### config.mk
export PLATFORM = sky130hd
export DESIGN_NAME = instr_fetch_unit_flat
export DESIGN_NICKNAME = d
export VERILOG_FILES = /design/src/rtl/cpu_pkg.sv /design/src/rtl/instr_fetch_unit_if.sv /design/src/rtl/instr_fetch_unit_next_pc_calc.sv /design/src/rtl/instr_fetch_unit.sv /design/src/flat_wrapper.sv
export SDC_FILE = /design/constraint.sdc
export NUM_CORES = 1
export LEC_CHECK = 0
export CAP_MARGIN = 20
export CORE_MARGIN = 5
export CORE_UTILIZATION = 50
export DETAILED_ROUTE_END_ITERATION = 12
export PLACE_DENSITY_LB_ADDON = 0.15
export SYNTH_ARGS = -nofsm -noshare
export SYNTH_HDL_FRONTEND = slang
export SYNTH_HIERARCHICAL = 1
export SYNTH_SLANG_ARGS = --single-unit
### constraint.sdc
create_clock -name clk -period 10 [get_ports clk]
set_clock_uncertainty 0.1 [all_clocks]
set_input_delay 1 -clock clk [delete_from_list [all_inputs] [get_ports clk]]
set_output_delay 1 -clock clk [all_outputs]
set_load 0.1 [all_outputs]
### src/rtl/cpu_pkg.sv
// cpu_pkg: opcodes, fetch FSM state and reset PC shared by the CPU front end.
package cpu_pkg;
    localparam logic [5:0] OP_RTYPE = 6'h00;
    localparam logic [5:0] OP_J     = 6'h02;
    localparam logic [5:0] OP_BEQ   = 6'h04;
    localparam logic [5:0] OP_BNE   = 6'h05;
    localparam logic [5:0] OP_ADDI  = 6'h08;
    localparam logic [5:0] OP_ANDI  = 6'h0C;
    localparam logic [5:0] OP_LW    = 6'h23;
    localparam logic [5:0] OP_SW    = 6'h2B;
    localparam logic [31:0] DEFAULT_RESET_PC = 32'h0000_0000;
    typedef enum logic {FETCH, HOLD} fetch_state_e;
endpackage

### src/rtl/instr_fetch_unit_if.sv
// instr_fetch_unit_if: imem req/ack bus plus decode valid/ready and branch controls.
interface instr_fetch_unit_if #(parameter int CNT_W = 32);
    logic             imem_req;
    logic [31:0]      imem_addr;
    logic             imem_ack;
    logic [31:0]      imem_rdata;
    logic             if_valid;
    logic [31:0]      if_instr;
    logic [31:0]      if_pc;
    logic             id_ready;
    logic             jump;
    logic             beq;
    logic             bne;
    logic             alu_zero;
    logic [CNT_W-1:0] issued_cnt;
    modport master (
        output imem_req, imem_addr, if_valid, if_instr, if_pc, issued_cnt,
        input  imem_ack, imem_rdata, id_ready, jump, beq, bne, alu_zero
    );
    modport slave (
        input  imem_req, imem_addr, if_valid, if_instr, if_pc, issued_cnt,
        output imem_ack, imem_rdata, id_ready, jump, beq, bne, alu_zero
    );
endinterface

### src/rtl/instr_fetch_unit_next_pc_calc.sv
// next_pc_calc: selects jump, taken-branch or sequential successor of if_pc.
module next_pc_calc (
    input  logic [31:0] if_pc,
    input  logic [31:0] if_instr,
    input  logic        jump,
    input  logic        beq,
    input  logic        bne,
    input  logic        alu_zero,
    output logic [31:0] next_pc
);
    logic [31:0] pc4;
    logic        taken;
    always_comb begin
        pc4     = if_pc + 32'd4;
        taken   = (beq && alu_zero) || (bne && !alu_zero);
        next_pc = jump  ? {pc4[31:28], if_instr[25:0], 2'b00} :
                  taken ? pc4 + {{14{if_instr[15]}}, if_instr[15:0], 2'b00} : pc4;
    end
endmodule

### src/rtl/instr_fetch_unit.sv
// instr_fetch_unit: owns the PC, fetches over req/ack and hands words to decode over valid/ready.
module instr_fetch_unit
    import cpu_pkg::*;
#(
    parameter logic [31:0] RESET_PC = DEFAULT_RESET_PC,
    parameter int          CNT_W    = 32
) (
    input logic              clk,
    input logic              rst_n,
    instr_fetch_unit_if.master bus
);
    fetch_state_e     state_q, state_d;
    logic             started_q;
    logic [31:0]      pc_q, pc_d, instr_q, instr_d, ifpc_q, ifpc_d, next_pc;
    logic [CNT_W-1:0] cnt_q, cnt_d;
    logic             fetch, accept;

    next_pc_calc u_next_pc (
        .if_pc    (ifpc_q),
        .if_instr (instr_q),
        .jump     (bus.jump),
        .beq      (bus.beq),
        .bne      (bus.bne),
        .alu_zero (bus.alu_zero),
        .next_pc  (next_pc)
    );

    // started_q keeps the request low while reset is held and until the first edge after release
    assign fetch  = started_q && state_q == FETCH;
    assign accept = state_q == HOLD && bus.id_ready;

    always_comb begin
        state_d = state_q;
        pc_d    = pc_q;
        instr_d = instr_q;
        ifpc_d  = ifpc_q;
        cnt_d   = cnt_q;
        if (fetch && bus.imem_ack) begin
            instr_d = bus.imem_rdata;
            ifpc_d  = pc_q;
            state_d = HOLD;
        end
        if (accept) begin
            pc_d    = next_pc;
            cnt_d   = cnt_q + CNT_W'(1);
            state_d = FETCH;
        end
    end

    always_ff @(posedge clk or negedge rst_n) begin
        if (!rst_n) begin
            state_q   <= FETCH;
            started_q <= 1'b0;
            pc_q      <= RESET_PC;
            instr_q   <= '0;
            ifpc_q    <= '0;
            cnt_q     <= '0;
        end else begin
            state_q   <= state_d;
            started_q <= 1'b1;
            pc_q      <= pc_d;
            instr_q   <= instr_d;
            ifpc_q    <= ifpc_d;
            cnt_q     <= cnt_d;
        end
    end

    assign bus.imem_req   = fetch;
    assign bus.imem_addr  = {pc_q[31:2], 2'b00};
    assign bus.if_valid   = state_q == HOLD;
    assign bus.if_instr   = instr_q;
    assign bus.if_pc      = ifpc_q;
    assign bus.issued_cnt = cnt_q;
endmodule
### src/flat_wrapper.sv
// flat-port wrapper written by rule: the top's interface ports become plain ports
module instr_fetch_unit_flat import cpu_pkg::*;
#(
    parameter logic [31:0] RESET_PC = DEFAULT_RESET_PC,
    parameter int          CNT_W    = 32
)
  (clk, rst_n, bus_imem_req, bus_imem_addr, bus_if_valid, bus_if_instr, bus_if_pc, bus_issued_cnt, bus_imem_ack, bus_imem_rdata, bus_id_ready, bus_jump, bus_beq, bus_bne, bus_alu_zero);
  instr_fetch_unit_if #(.CNT_W(CNT_W)) bus_i ();
  input logic clk;
  input logic rst_n;
  output wire logic [$bits(bus_i.imem_req)-1:0] bus_imem_req;
  output wire logic [$bits(bus_i.imem_addr)-1:0] bus_imem_addr;
  output wire logic [$bits(bus_i.if_valid)-1:0] bus_if_valid;
  output wire logic [$bits(bus_i.if_instr)-1:0] bus_if_instr;
  output wire logic [$bits(bus_i.if_pc)-1:0] bus_if_pc;
  output wire logic [$bits(bus_i.issued_cnt)-1:0] bus_issued_cnt;
  input wire logic [$bits(bus_i.imem_ack)-1:0] bus_imem_ack;
  input wire logic [$bits(bus_i.imem_rdata)-1:0] bus_imem_rdata;
  input wire logic [$bits(bus_i.id_ready)-1:0] bus_id_ready;
  input wire logic [$bits(bus_i.jump)-1:0] bus_jump;
  input wire logic [$bits(bus_i.beq)-1:0] bus_beq;
  input wire logic [$bits(bus_i.bne)-1:0] bus_bne;
  input wire logic [$bits(bus_i.alu_zero)-1:0] bus_alu_zero;
  assign bus_imem_req = bus_i.imem_req;
  assign bus_imem_addr = bus_i.imem_addr;
  assign bus_if_valid = bus_i.if_valid;
  assign bus_if_instr = bus_i.if_instr;
  assign bus_if_pc = bus_i.if_pc;
  assign bus_issued_cnt = bus_i.issued_cnt;
  assign bus_i.imem_ack = bus_imem_ack;
  assign bus_i.imem_rdata = bus_imem_rdata;
  assign bus_i.id_ready = bus_id_ready;
  assign bus_i.jump = bus_jump;
  assign bus_i.beq = bus_beq;
  assign bus_i.bne = bus_bne;
  assign bus_i.alu_zero = bus_alu_zero;
  instr_fetch_unit #(.RESET_PC(RESET_PC), .CNT_W(CNT_W)) u_core (.clk(clk), .rst_n(rst_n), .bus(bus_i));
endmodule
After elaboration in Yosys (flattened, before gate mapping)
Index checks and enable logic that the tools add are counted.

Word-level logic and storage cells: 22. Output and inout bits: 130. Register bits after elaboration: 130. Input port bits: 40.

Bitwise operators: 1. Muxes and demuxes: 4. Add/sub/neg operators: 3. Reduce and logical (&&, ||, !) cells: 8.

Operators with widths (count): two-way mux 32 bit (2); adder 32 x 1 -> 32 bit (second input constant) (1); adder 32 x 3 -> 32 bit (second input constant) (1); adder 32 bit (1); logical AND 1 bit (5); two-way mux 1 bit (2); nonzero test 2 bit (1); zero test 1 bit (1); logical OR 1 bit (1); inverter 1 bit (1).

Logic depth before layout (Yosys ltp)
Word-level depth: 5. Mapped depth: 17.

Hierarchy
Netlist, hierarchy kept.

Modules (own cells, without submodules): instr_fetch_unit (instances 1, area each 5330.1 um2, sequential area each 3253.1 um2, cells each 373); next_pc_calc (instances 1, area each 2885.3 um2, sequential area each 0.0 um2, cells each 409).

Worst setup path after synthesis
OpenSTA, ideal clock, no wires.

Kind: reg2reg. Start: register u_core.ifpc_q[12] (netlist: u_core/bus.if_pc[12]). End: register u_core.pc_q[31]. Period minus slack after synthesis: 4.328 ns. Stages on the path, launching flop included: 16. Arrival time: 4.103 ns. Setup slack: 5.672 ns. Setup time: 0.125 ns. Buffers on the path: 0. Cell sequence: dfrtp_1 and4_4 nand4_2 nor2_1 nand3_1 xnor2_1 ha_1 a21oi_1 o21ai_2 a221o_1 a22o_1 a211oi_2 xnor2_1 nand2_1 xnor2_1 mux2_2.

Longest elaborated chain between the ends: 4.

RTL lines: start, declared (RTL line instr_fetch_unit.sv:14) `logic [31:0] pc_q, pc_d, instr_q, instr_d, ifpc_q, ifpc_d, next_pc;`; start signal, assigned (RTL line instr_fetch_unit.sv:63) `ifpc_q <= ifpc_d;`; adder 32 x 3 -> 32 bit * (RTL line instr_fetch_unit_next_pc_calc.sv:14) `pc4 = if_pc + 32'd4;`; adder 32 bit (RTL line instr_fetch_unit_next_pc_calc.sv:17) `taken ? pc4 + {{14{if_instr[15]}}, if_instr[15:0], 2'b00} : pc4;`; two-way mux 32 bit (RTL line instr_fetch_unit_next_pc_calc.sv:17); two-way mux 32 bit * (RTL line instr_fetch_unit_next_pc_calc.sv:16) `next_pc = jump ? {pc4[31:28], if_instr[25:0], 2'b00} :`; net u_core.next_pc[31] (RTL line instr_fetch_unit.sv:14); end signal, assigned (RTL line instr_fetch_unit.sv:61) `pc_q <= pc_d;`; end, declared (RTL line instr_fetch_unit.sv:14).

Mark *: on every way through the listed nets, which the timed path passes. The rest lies on a longest branch. A chain may end at the register's enable or synchronous reset.

Final worst setup path
Start: register u_core.ifpc_q[2] (netlist: u_core/bus.if_pc[2]). End: register u_core.pc_q[31].

Same word-level chain as after synthesis.

==> metrics.txt <==
# TYPE chip_impl_metric gauge
chip_impl_info{name="outcome",value="completed"} 1
chip_impl_info{name="crit_path_cell_trace",value="ha_1, nand2_1, nor2_2, nand3_1, xnor2_1, ha_1, a21oi_4, o21ai_2, a221o_1, a22o_1, a211oi_2, xnor2_1, nand2_1, xnor2_1, mux2_2"} 1
chip_impl_metric{name="finalCriticalPeriod",unit="ns"} 4.08
chip_impl_metric{name="vias",unit=""} 6595
chip_impl_metric{name="ant_nets",unit=""} 0
chip_impl_metric{name="route.detailed.vias_per_inst",unit=""} 5.75
chip_impl_info{name="ys.flop_type",value="dfrtp_1"} 1
chip_impl_info{name="worstSetupStartpointType",value="register"} 1
chip_impl_metric{name="grt_antenna_before_repair",unit=""} 0
chip_impl_metric{name="insertion_delay",unit="ns"} 0.42
chip_impl_metric{name="slew_viol_final",unit=""} 0
chip_impl_metric{name="worst-endpoint-arrival",unit="ns"} 4.29
chip_impl_metric{name="finalSetupViolCount",unit=""} 0
chip_impl_info{name="critical_register_to_register_path_endpoint",value="u_core/pc_q[31]$_DFFE_PN0P_"} 1
chip_impl_metric{name="syn_area_per_cell",unit="um^2"} 10.5
chip_impl_metric{name="track_usage",unit="%"} 23.0
chip_impl_metric{name="place.port_buffers",unit=""} 167
chip_impl_metric{name="max_slew_headroom",unit="%"} 28.8
chip_impl_info{name="timing.critical_path.from",value="u_core/bus.if_pc[2]$_DFFE_PN0P_"} 1
chip_impl_metric{name="synth_warnings",unit=""} 6
chip_impl_metric{name="grt_max_degree",unit=""} 81
chip_impl_metric{name="max_stage_delay",unit="ns"} 0.55
chip_impl_metric{name="yosys.cell_types.count",unit=""} 76
chip_impl_metric{name="cp_max_fo",unit=""} 10
chip_impl_metric{name="final.period_utilization",unit="%"} 40.8
chip_impl_info{name="crit_path_end_kind",value="register"} 1
chip_impl_info{name="critical_path.reg2reg.startpoint",value="u_core/bus.if_pc[2]$_DFFE_PN0P_"} 1
chip_impl_metric{name="cts_inserted_buffers",unit=""} 17
chip_impl_info{name="worst-setup-path-type",value="register to register"} 1
chip_impl_metric{name="synth_seq_cells",unit=""} 130
chip_impl_metric{name="n_antenna_cell",unit=""} 0
chip_impl_info{name="tritoncts",value="built"} 1
chip_impl_metric{name="dieHeight",unit="um"} 138
chip_impl_info{name="min-delay-path-class",value="register to register"} 1
chip_impl_metric{name="totalNegativeSetupSlack",unit="ns"} 0
chip_impl_metric{name="clock_tree.htree_level_count",unit=""} 4
chip_impl_info{name="cts-root-buf",value="clkbuf_16"} 1
chip_impl_metric{name="wl_per_cell",unit="um"} 19.4
chip_impl_metric{name="dr.first_iter.drc_count",unit=""} 428
chip_impl_metric{name="initial_utilization",unit="%"} 51.3
chip_impl_metric{name="timing_limited_maximum_frequency",unit="MHz"} 245
chip_impl_metric{name="drive_above_1_share",unit="%"} 18.7
chip_impl_metric{name="routabilityCongestion",unit=""} 0.932
chip_impl_metric{name="die_width",unit="um"} 138
chip_impl_metric{name="part_of_the_yosys_area_used_for_sequential_elements",unit="%"} 39.6
chip_impl_metric{name="hold-path-cell-count",unit=""} 1
chip_impl_metric{name="placement_rows",unit=""} 46
chip_impl_metric{name="pin_count",unit=""} 170
chip_impl_metric{name="number_of_gates_resized_after_cts",unit=""} 0
chip_impl_metric{name="place_hpwl",unit="mm"} 16.3
chip_impl_metric{name="first_pass_grt_wire_length",unit="mm"} 35.9
chip_impl_metric{name="finish.net_count",unit=""} 997
chip_impl_metric{name="cts_max_path_buffers",unit=""} 2
chip_impl_metric{name="final-hold-violation-count",unit=""} 0
chip_impl_metric{name="synth_cells",unit=""} 782
chip_impl_metric{name="cts_clk_pin_slew_worst_paths",unit="ns"} 0.07
chip_impl_metric{name="nFillCells",unit=""} 1289
chip_impl_metric{name="synth_enable_flop_cells",unit=""} 0
chip_impl_metric{name="cp.required",unit="ns"} 10.20
chip_impl_metric{name="setup.reg_to_reg.worst_slack",unit="ns"} 5.92
chip_impl_metric{name="timing.hold.ws",unit="ns"} 0.368
chip_impl_metric{name="syn_to_final_growth",unit="%"} 26.9
chip_impl_metric{name="worstMarginPinSlew",unit="ns"} 1.06
chip_impl_info{name="top_cell_by_count_worst_path",value="xnor2_1"} 1
chip_impl_metric{name="count_of_clock_tree_sinks",unit=""} 130
chip_impl_metric{name="cell_area_after_technology_mapping",unit="mm^2"} 0.00822
chip_impl_info{name="cp-endpoint",value="u_core/pc_q[31]$_DFFE_PN0P_"} 1
chip_impl_metric{name="routed_wire_length",unit="mm"} 22.3
chip_impl_info{name="crit_slowest_cell",value="dfrtp_1"} 1
chip_impl_metric{name="die-area",unit="mm^2"} 0.0191
chip_impl_metric{name="cells_on_worst_reg2reg_path",unit=""} 15
chip_impl_metric{name="cts.hold.buffers_added",unit=""} 0
chip_impl_metric{name="core_region_area",unit="mm^2"} 0.0160
chip_impl_metric{name="synth_async_sr_flop_share",unit="%"} 100
chip_impl_metric{name="max_cap_violations",unit=""} 0
chip_impl_info{name="rsz_0062_raised_after_global_routing",value="false"} 1
chip_impl_metric{name="drt_pre_antenna_iters",unit=""} 8
chip_impl_metric{name="setup_repair_bufs_after_cts",unit=""} 0
chip_impl_metric{name="globalRouteOverflowTotal",unit=""} 0
chip_impl_metric{name="via_count_of_the_first_global_routing_pass",unit=""} 6603
chip_impl_metric{name="detail_route.drc_violations",unit=""} 0
cell type report:
| cell class | instances | area (um^2) | share of cell area (%) |
|---|---|---|---|
| repair buffers | 173 | 1730 | 16.6 |
| multi-input cells | 586 | 4570 | 43.8 |
| well taps | 216 | 270 | 2.59 |
| flip-flops and latches | 130 | 3250 | 31.2 |
| clock inverters | 13 | 129 | 1.24 |
| inverters | 10 | 37.5 | 0.360 |
| clock buffers | 19 | 433 | 4.15 |
critical path, delay by kind of cell (launching register included):
family                     cells  cell delay (ns)
adders and majority gates      2             0.76
AOI/OAI and AO/OA              5             1.13
xor gates and xnor gates       3             0.59
DFF                            1             0.55
muxes                          1             0.27
and+or+nand+nor                4             0.59
placed cells by master, fill, tap and decap left out, drive strengths merged, types with 4 or more instances in the layout:
master         Yosys  final
clkdlybuf4s50      0    165
dfrtp            130    130
mux2             108    108
xnor2             66     66
nand2             62     62
nor2              48     48
o21ai             43     43
a21oi             41     41
ha                38     38
nand4             27     27
nand3             26     26
and3              20     20
clkbuf             9     19
inv               10     15
xor2              13     13
a21o              10     10
buf               48      8
nor3               6      6
mux2i              6      6
and4               6      6
nor2b              5      5
a22oi              5      5
o211ai             5      5
a211oi             5      5
clkinvlp           0      4
o21bai             4      4
o31ai              4      4
synth_stat cells, types with 2 or more instances:
master	n	area, um^2
a211oi_1	3	22.5
a211oi_2	2	25.0
a21o_1	10	75.1
a21oi_1	39	195
a22oi_1	5	37.5
a311oi_1	2	17.5
a31oi_1	2	12.5
and3_1	19	119
and4_1	4	35.0
buf_1	2	7.51
buf_2	12	60.1
buf_4	32	240
buf_6	2	22.5
clkbuf_1	9	33.8
conb_1	2	7.51
dfrtp_1	130	3250
ha_1	38	475
inv_1	10	37.5
mux2_2	108	1220
mux2i_1	6	60.1
nand2_1	62	233
nand2b_1	3	18.8
nand3_1	25	125
nand4_1	25	156
nand4b_1	2	17.5
nor2_1	46	173
nor2b_1	5	31.3
nor3_1	6	30.0
o211ai_1	3	22.5
o21a_1	2	15.0
o21ai_0	31	155
o21ai_1	10	50.1
o21bai_1	4	30.0
o31ai_1	2	15.0
or3_1	2	12.5
xnor2_1	65	569
xor2_1	13	114
through the flow:
step | util, % | std cells | worst slack, ns | area, um^2
floorplan | - | 783 | 5.67 | 8220
global placement | 61.5 | 1114 | 6.03 | 9830
CTS | 65.0 | 1146 | 5.99 | 10400
global route | 65.1 | 1147 | 5.70 | 10400
finish | 65.1 | 1147 | 5.92 | 10400
detailed placement | 61.5 | 1114 | 6.02 | 9830
worst min path at each step:
stage	slack, ns	to	startpoint
global placement	0.36	u_core/bus.issued_cnt[31]$_DFFE_PN0P_	u_core/bus.issued_cnt[31]$_DFFE_PN0P_
global route	0.41	u_core/bus.issued_cnt[31]$_DFFE_PN0P_	u_core/bus.issued_cnt[31]$_DFFE_PN0P_
CTS	0.37	u_core/bus.issued_cnt[31]$_DFFE_PN0P_	u_core/bus.issued_cnt[31]$_DFFE_PN0P_
floorplan	0.38	u_core/bus.if_pc[0]$_DFFE_PN0P_	u_core/pc_q[0]$_DFFE_PN0P_
finish	0.37	u_core/bus.issued_cnt[31]$_DFFE_PN0P_	u_core/bus.issued_cnt[31]$_DFFE_PN0P_
detailed placement	0.36	u_core/bus.issued_cnt[31]$_DFFE_PN0P_	u_core/bus.issued_cnt[31]$_DFFE_PN0P_
flip-flops by register name (all words and copies together) (netlist names):
signal                 cells
u_core/bus.if_instr       32
u_core/bus.if_pc          32
u_core/bus.if_valid        1
u_core/bus.issued_cnt     32
u_core/pc_q               32
u_core/started_q           1
kinds of logic after synthesis:
group | synth area share [%]
AOI/OAI and AO/OA | 12.0
xor gates and xnor gates | 8.51
adders and majority gates | 6.03
buffers and inverters | 4.89
DFF | 39.6
muxes | 15.5
other | 0.0914
and+or+nand+nor | 13.4
layer usage:
| metal | track usage (%) | vias to the layer above | wire length, um |
|---|---|---|---|
| li1 | - | 3066 | - |
| met1 | 30.4 | 3239 | 9700 |
| met2 | 37.5 | 271 | 10800 |
| met3 | 6.34 | 19 | 1580 |
| met4 | 6.24 | 0 | 259 |
| met5 | 0 | - | 0 |
Power is not shown: default switching activity piles up to over one toggle a cycle in this logic, so the estimate is an artifact.
